[src/rtl/div_rr_sequencer.sv]
// Two-requester round-robin front end sharing one iterative restoring divider.
// Each operation takes WIDTH enabled cycles. A zero divisor goes straight to the response.
module div_rr_sequencer #(
    parameter int unsigned WIDTH = 8
) (
    input  logic             clk,
    input  logic             rst_n,
    input  logic             ena,
    input  logic             req0_valid,
    output logic             req0_ready,
    input  logic [WIDTH-1:0] req0_dividend,
    input  logic [WIDTH-1:0] req0_divisor,
    input  logic             req1_valid,
    output logic             req1_ready,
    input  logic [WIDTH-1:0] req1_dividend,
    input  logic [WIDTH-1:0] req1_divisor,
    output logic             rsp_valid,
    input  logic             rsp_ready,
    output logic             rsp_id,
    output logic [WIDTH-1:0] rsp_quotient,
    output logic [WIDTH-1:0] rsp_remainder,
    output logic             rsp_div0,
    output logic             busy
);

    localparam int unsigned CW = (WIDTH > 2) ? $clog2(WIDTH) : 1;

    typedef enum logic [1:0] {StIdle, StCalc, StDone} state_e;

    state_e           state_q, state_d;
    logic             last_grant_q, last_grant_d;
    logic             id_q, id_d;
    logic [WIDTH-1:0] r_q, r_d;
    logic [WIDTH-1:0] q_q, q_d;
    logic [WIDTH-1:0] d_q, d_d;
    logic [CW-1:0]    count_q, count_d;
    logic [WIDTH-1:0] rsp_quotient_q, rsp_quotient_d;
    logic [WIDTH-1:0] rsp_remainder_q, rsp_remainder_d;
    logic             rsp_id_q, rsp_id_d;
    logic             rsp_div0_q, rsp_div0_d;

    logic             grant;
    logic             accept;
    logic [WIDTH-1:0] sel_dividend;
    logic [WIDTH-1:0] sel_divisor;
    logic [WIDTH:0]   trial;
    logic             trial_ge;
    logic [WIDTH-1:0] r_step;
    logic [WIDTH-1:0] q_step;

    // Both requesting: serve whoever was not served last.
    always_comb begin
        grant = 1'b0;
        if (req0_valid && req1_valid) begin
            grant = ~last_grant_q;
        end else if (req1_valid) begin
            grant = 1'b1;
        end
    end

    assign accept       = (state_q == StIdle) && ena && (req0_valid || req1_valid);
    assign req0_ready   = accept && !grant;
    assign req1_ready   = accept && grant;
    assign sel_dividend = grant ? req1_dividend : req0_dividend;
    assign sel_divisor  = grant ? req1_divisor  : req0_divisor;

    // The difference is below the divisor whenever it is kept, so WIDTH bits hold it exactly.
    assign trial    = {r_q, q_q[WIDTH-1]};
    assign trial_ge = trial >= {1'b0, d_q};
    assign r_step   = trial_ge ? (trial[WIDTH-1:0] - d_q) : trial[WIDTH-1:0];
    assign q_step   = {q_q[WIDTH-2:0], trial_ge};

    always_comb begin
        state_d         = state_q;
        last_grant_d    = last_grant_q;
        id_d            = id_q;
        r_d             = r_q;
        q_d             = q_q;
        d_d             = d_q;
        count_d         = count_q;
        rsp_quotient_d  = rsp_quotient_q;
        rsp_remainder_d = rsp_remainder_q;
        rsp_id_d        = rsp_id_q;
        rsp_div0_d      = rsp_div0_q;

        unique case (state_q)
            StIdle: begin
                if (accept) begin
                    last_grant_d = grant;
                    id_d         = grant;
                    d_d          = sel_divisor;
                    if (sel_divisor == '0) begin
                        state_d         = StDone;
                        rsp_quotient_d  = '1;
                        rsp_remainder_d = '1;
                        rsp_id_d        = grant;
                        rsp_div0_d      = 1'b1;
                    end else begin
                        state_d = StCalc;
                        r_d     = '0;
                        q_d     = sel_dividend;
                        count_d = CW'(WIDTH - 1);
                    end
                end
            end
            StCalc: begin
                if (ena) begin
                    r_d = r_step;
                    q_d = q_step;
                    if (count_q == '0) begin
                        state_d         = StDone;
                        rsp_quotient_d  = q_step;
                        rsp_remainder_d = r_step;
                        rsp_id_d        = id_q;
                        rsp_div0_d      = 1'b0;
                    end else begin
                        count_d = count_q - 1'b1;
                    end
                end
            end
            StDone: begin
                if (rsp_ready) begin
                    state_d = StIdle;
                end
            end
            default: state_d = StIdle;
        endcase
    end

    always_ff @(posedge clk or negedge rst_n) begin
        if (!rst_n) begin
            state_q         <= StIdle;
            last_grant_q    <= 1'b1;
            id_q            <= 1'b0;
            r_q             <= '0;
            q_q             <= '0;
            d_q             <= '0;
            count_q         <= '0;
            rsp_quotient_q  <= '0;
            rsp_remainder_q <= '0;
            rsp_id_q        <= 1'b0;
            rsp_div0_q      <= 1'b0;
        end else begin
            state_q         <= state_d;
            last_grant_q    <= last_grant_d;
            id_q            <= id_d;
            r_q             <= r_d;
            q_q             <= q_d;
            d_q             <= d_d;
            count_q         <= count_d;
            rsp_quotient_q  <= rsp_quotient_d;
            rsp_remainder_q <= rsp_remainder_d;
            rsp_id_q        <= rsp_id_d;
            rsp_div0_q      <= rsp_div0_d;
        end
    end

    assign rsp_valid     = (state_q == StDone);
    assign busy          = (state_q != StIdle);
    assign rsp_quotient  = rsp_quotient_q;
    assign rsp_remainder = rsp_remainder_q;
    assign rsp_id        = rsp_id_q;
    assign rsp_div0      = rsp_div0_q;

endmodule

[config.mk]
export PLATFORM = sky130hd
export DESIGN_NAME = div_rr_sequencer
export DESIGN_NICKNAME = d
export VERILOG_FILES = /design/src/rtl/div_rr_sequencer.sv
export SDC_FILE = /design/constraint.sdc
export NUM_CORES = 1
export LEC_CHECK = 0
export CORE_UTILIZATION = 43
export DETAILED_ROUTE_END_ITERATION = 6
export PLACE_DENSITY_LB_ADDON = 0.08
export SLEW_MARGIN = 20
export SYNTH_ARGS = -nofsm -noshare
export SYNTH_HDL_FRONTEND = slang
export SYNTH_SLANG_ARGS = --single-unit
export TNS_END_PERCENT = 100
[constraint.sdc]
create_clock -name clk -period 4.4 [get_ports clk]
set_input_delay 0.88 -clock clk [delete_from_list [all_inputs] [get_ports clk]]
set_output_delay 0.88 -clock clk [all_outputs]
set_load 0.05 [all_outputs]
==> metrics.cfg, run 1 <==
[clock_network]
clock_tree_from_tritoncts = done
post_cts_resize_count = 0
ctsRootBufferMaster = clkbuf_8
cts_buffer_depth = 2
worst_skew_pair.late_latency_ns = 0.32
cts_htree_levels = 2
number_of_buffers_created_by_cts = 5
postCtsSetupBuffers = 0
cts_sinks = 49
clkTransAtPathRegs_ns = 0.10
cts.hold.buffers_added = 0

[synth]
yosys_warnings = 0
post_synthesis_instance_total = 336
yosysMostFrequentCell = nand2_1
post-synth-top-area-cell = dfrtp_1
synth.cells.most_frequent = nand2_1 (53), dfrtp_1 (48), a21oi_1 (29), nor2_1 (28), o21ai_0 (23)
synth_edf_count = 0
syn_area_per_cell_um2 = 8.639
async_flop_share = 1.000
synth.top_cells.by_area = dfrtp_1 (41%), nand2_1 (6.9%), a21oi_1 (5.0%)
seq_area_frac_synth = 0.4228
area_share_of_the_largest_cell_type_after_synthesis = 0.4138
postSynthNetCount = 385
ys.flop_type = dfrtp_1
ys_ff_latch = 49
synth.cell_area_mm2 = 0.002903
netlist-cell-type-count = 55

[grt]
number_of_global_route_vias_before_repair = 2583
antenna_found_initial = 0
grt_use_total = 0.2102
grt-ovfl-total = 0
grt_start_max_net_pins = 50
grt_pass1_wl_um = 11980

[power_and_ir_drop]
p_leak_nw = 1.517
switchingPower_mw = 0.9823
ir_worst_vdd_mv = 0.3010
power.share.combinational = 0.524
netSwitchingFraction = 0.4450
seqPwrFrac = 0.322
clockPowerShare = 0.154
power.density_cell_area_mw_per_mm2 = 603.8
post-layout-total-power_mw = 2.207
cell_internal_pwr_mw = 1.225

[setup_path]
worstPathArrival_ns = 2.94
critPathLaunchType = input pin
worst_path_class_setup = input pin to output port
crit_required_ns = 3.52
worstSetupEndpointType = output port
critPathMaxFanout = 4

[sta]
finalSetupTns_ns = 0
worstMarginPinSlew_ns = 1.065
max_freq_mhz = 261.5
post-route-period-util = 0.8690
slew_violations = 0
period_minus_slack_ns = 3.823
report.final.hold_viol_count = 0
rsz0062_at_grt = false
slew_headroom = 0.2876
timing.clock.skew_ns = 0.01466
finalSetupViolCount = 0

[routing]
first_pass_iters = 6
route.detailed.wl_per_inst_um = 14.89
vias_per_cell = 5.603
via_total_after_detailed_routing = 2611
drt_wl_total_um = 6941
detail_route.drc_violations = 6
first_iter_violations = 168
antenna_left = 0

[floorplan]
placementRows = 29
die_area_mm2 = 0.007083
core_area_mm2 = 0.006422
floorplan.die.width_um = 84.16
initial_core_util = 0.4520
top_level_ports = 60
floorplan.die.height_um = 84.16

[place]
place.detailed.hpwl_um = 5141
global_placer_s_final_weighted_congestion = 0.7980
numPortBuffers = 59

[layout]
finish.net_count = 437
flow.area_growth_from_synthesis_pct = 25.95
final_layout_size_suffix_gt1_frac = 0.07969
diodes = 0

[hold_path]
min_path_type = register to register

[run]
cap_violations = 0

[run_status]
outcome = finished, violations left
violations = design-rule violations

==> stage by stage <==
| stage | std cells | hold WS (ns) | util | cell area (um^2) | worst slack [ns] |
|---|---|---|---|---|---|
| after floorplan | 336 | 0.4501 | - | 2903 | 1.296 |
| after global placement | 458 | 0.4906 | 0.5490 | 3526 | 0.6466 |
| after detailed placement | 458 | 0.4918 | 0.5500 | 3532 | 0.5706 |
| after CTS | 466 | 0.5201 | 0.5685 | 3651 | 0.5578 |
| after global routing | 466 | 0.5417 | 0.5693 | 3656 | 0.4772 |
| final | 466 | 0.5132 | 0.5693 | 3656 | 0.5766 |
==> per-layer routing <==
metal / share of wire / global-route usage
met5: 0 / 0
met1: 0.48 / 0.2802
met3: 0.058 / 0.04228
met4: 0.0082 / 0.04702
met2: 0.46 / 0.3547
==> logic make-up (layout without fill, tap and decap cells) <==
group / count (synthesis) / in the layout / synth area share
buffers and inverters: 34 / 87 / 0.04870
muxes: 2 / 2 / 0.006897
adders and majority gates: 11 / 11 / 0.05000
DFF: 49 / 49 / 0.4228
xor gates and xnor gates: 4 / 4 / 0.01207
AOI/OAI and AO/OA: 107 / 107 / 0.2465
and+or+nand+nor: 129 / 129 / 0.2129
==> worst paths after layout <==
check	from	to	slack [ns]	depth (start not counted)
max	req0_valid	req1_ready	0.58	5
min	rsp_quotient[4]$_DFFE_PN0P_	rsp_quotient[4]$_DFFE_PN0P_	0.51	1
max reg2reg	d_q[1]$_DFFE_PN0P_	rsp_remainder[6]$_DFFE_PN0P_	1.94	7
min reg2reg	rsp_quotient[4]$_DFFE_PN0P_	rsp_quotient[4]$_DFFE_PN0P_	0.51	1
max in group asynchronous	rst_n	d_q[5]$_DFFE_PN0P_	3.41	1
min in group asynchronous	rst_n	rsp_quotient[6]$_DFFE_PN0P_	0.57	1
==> cell type report <==
cell class                 count  area (um^2)
multi-input combinational    253         1543
sequential                    49         1227
timing repair buffer          61        603.1
inverter                      18        67.56
tap                           77        96.34
clock buffer                   5        68.82
fill                         597         2766
clock inverter                 3        50.05
==> state kept, by name (all words and copies together), names as in the netlist <==
name and cells:
d_q 8, q_q 8, r_q 8, rsp_quotient 8, rsp_remainder 8, count_q 3, state_q 2, id_q 1
last_grant_q 1, rsp_div0 1, rsp_id 1
==> power groups by stage <==
stage,registers (mW),clock network [mW],logic [mW]
2_1_floorplan,0.713,0,0.864
3_3_place_gp,0.716,0,1.13
3_5_place_dp,0.718,0,1.15
4_1_cts,0.709,0.347,1.16
5_1_grt,0.731,0.371,1.29
6_report,0.710,0.340,1.16
==> placed cells by master (no fill, tap or decap), types with 3 or more instances in the layout <==
cell and count:
clkdlybuf4s50_1 58, nand2_1 53, dfrtp_1 48, a21oi_1 29
nor2_1 28, o21ai_0 23, inv_1 18, a31oi_1 13
ha_1 10, nor4_1 7, nand3_1 6, nor3_1 6
nand2b_1 5, o31ai_1 5, clkbuf_8 5, nand4_1 4
a21o_1 4, o22a_1 4, o22a_2 4, nor2b_1 3
o21a_1 3, buf_4 3
==> worst max-delay path, stage by stage <==
cell and delay [ns]:
clkdlybuf4s50_1 0.55, o21ai_0 0.14, or2_2 0.33, nor2_1 0.19, clkdlybuf4s50_1 0.84
Power figures use the tool's default switching activity.
==> run 2: changes to the inputs <==
Settings changed: CTS_BUF_LIST set to sky130_fd_sc_hd__clkbuf_8.
==> results of run 2 <==
Final layout, timing and power as in run 1 (identical DEF).
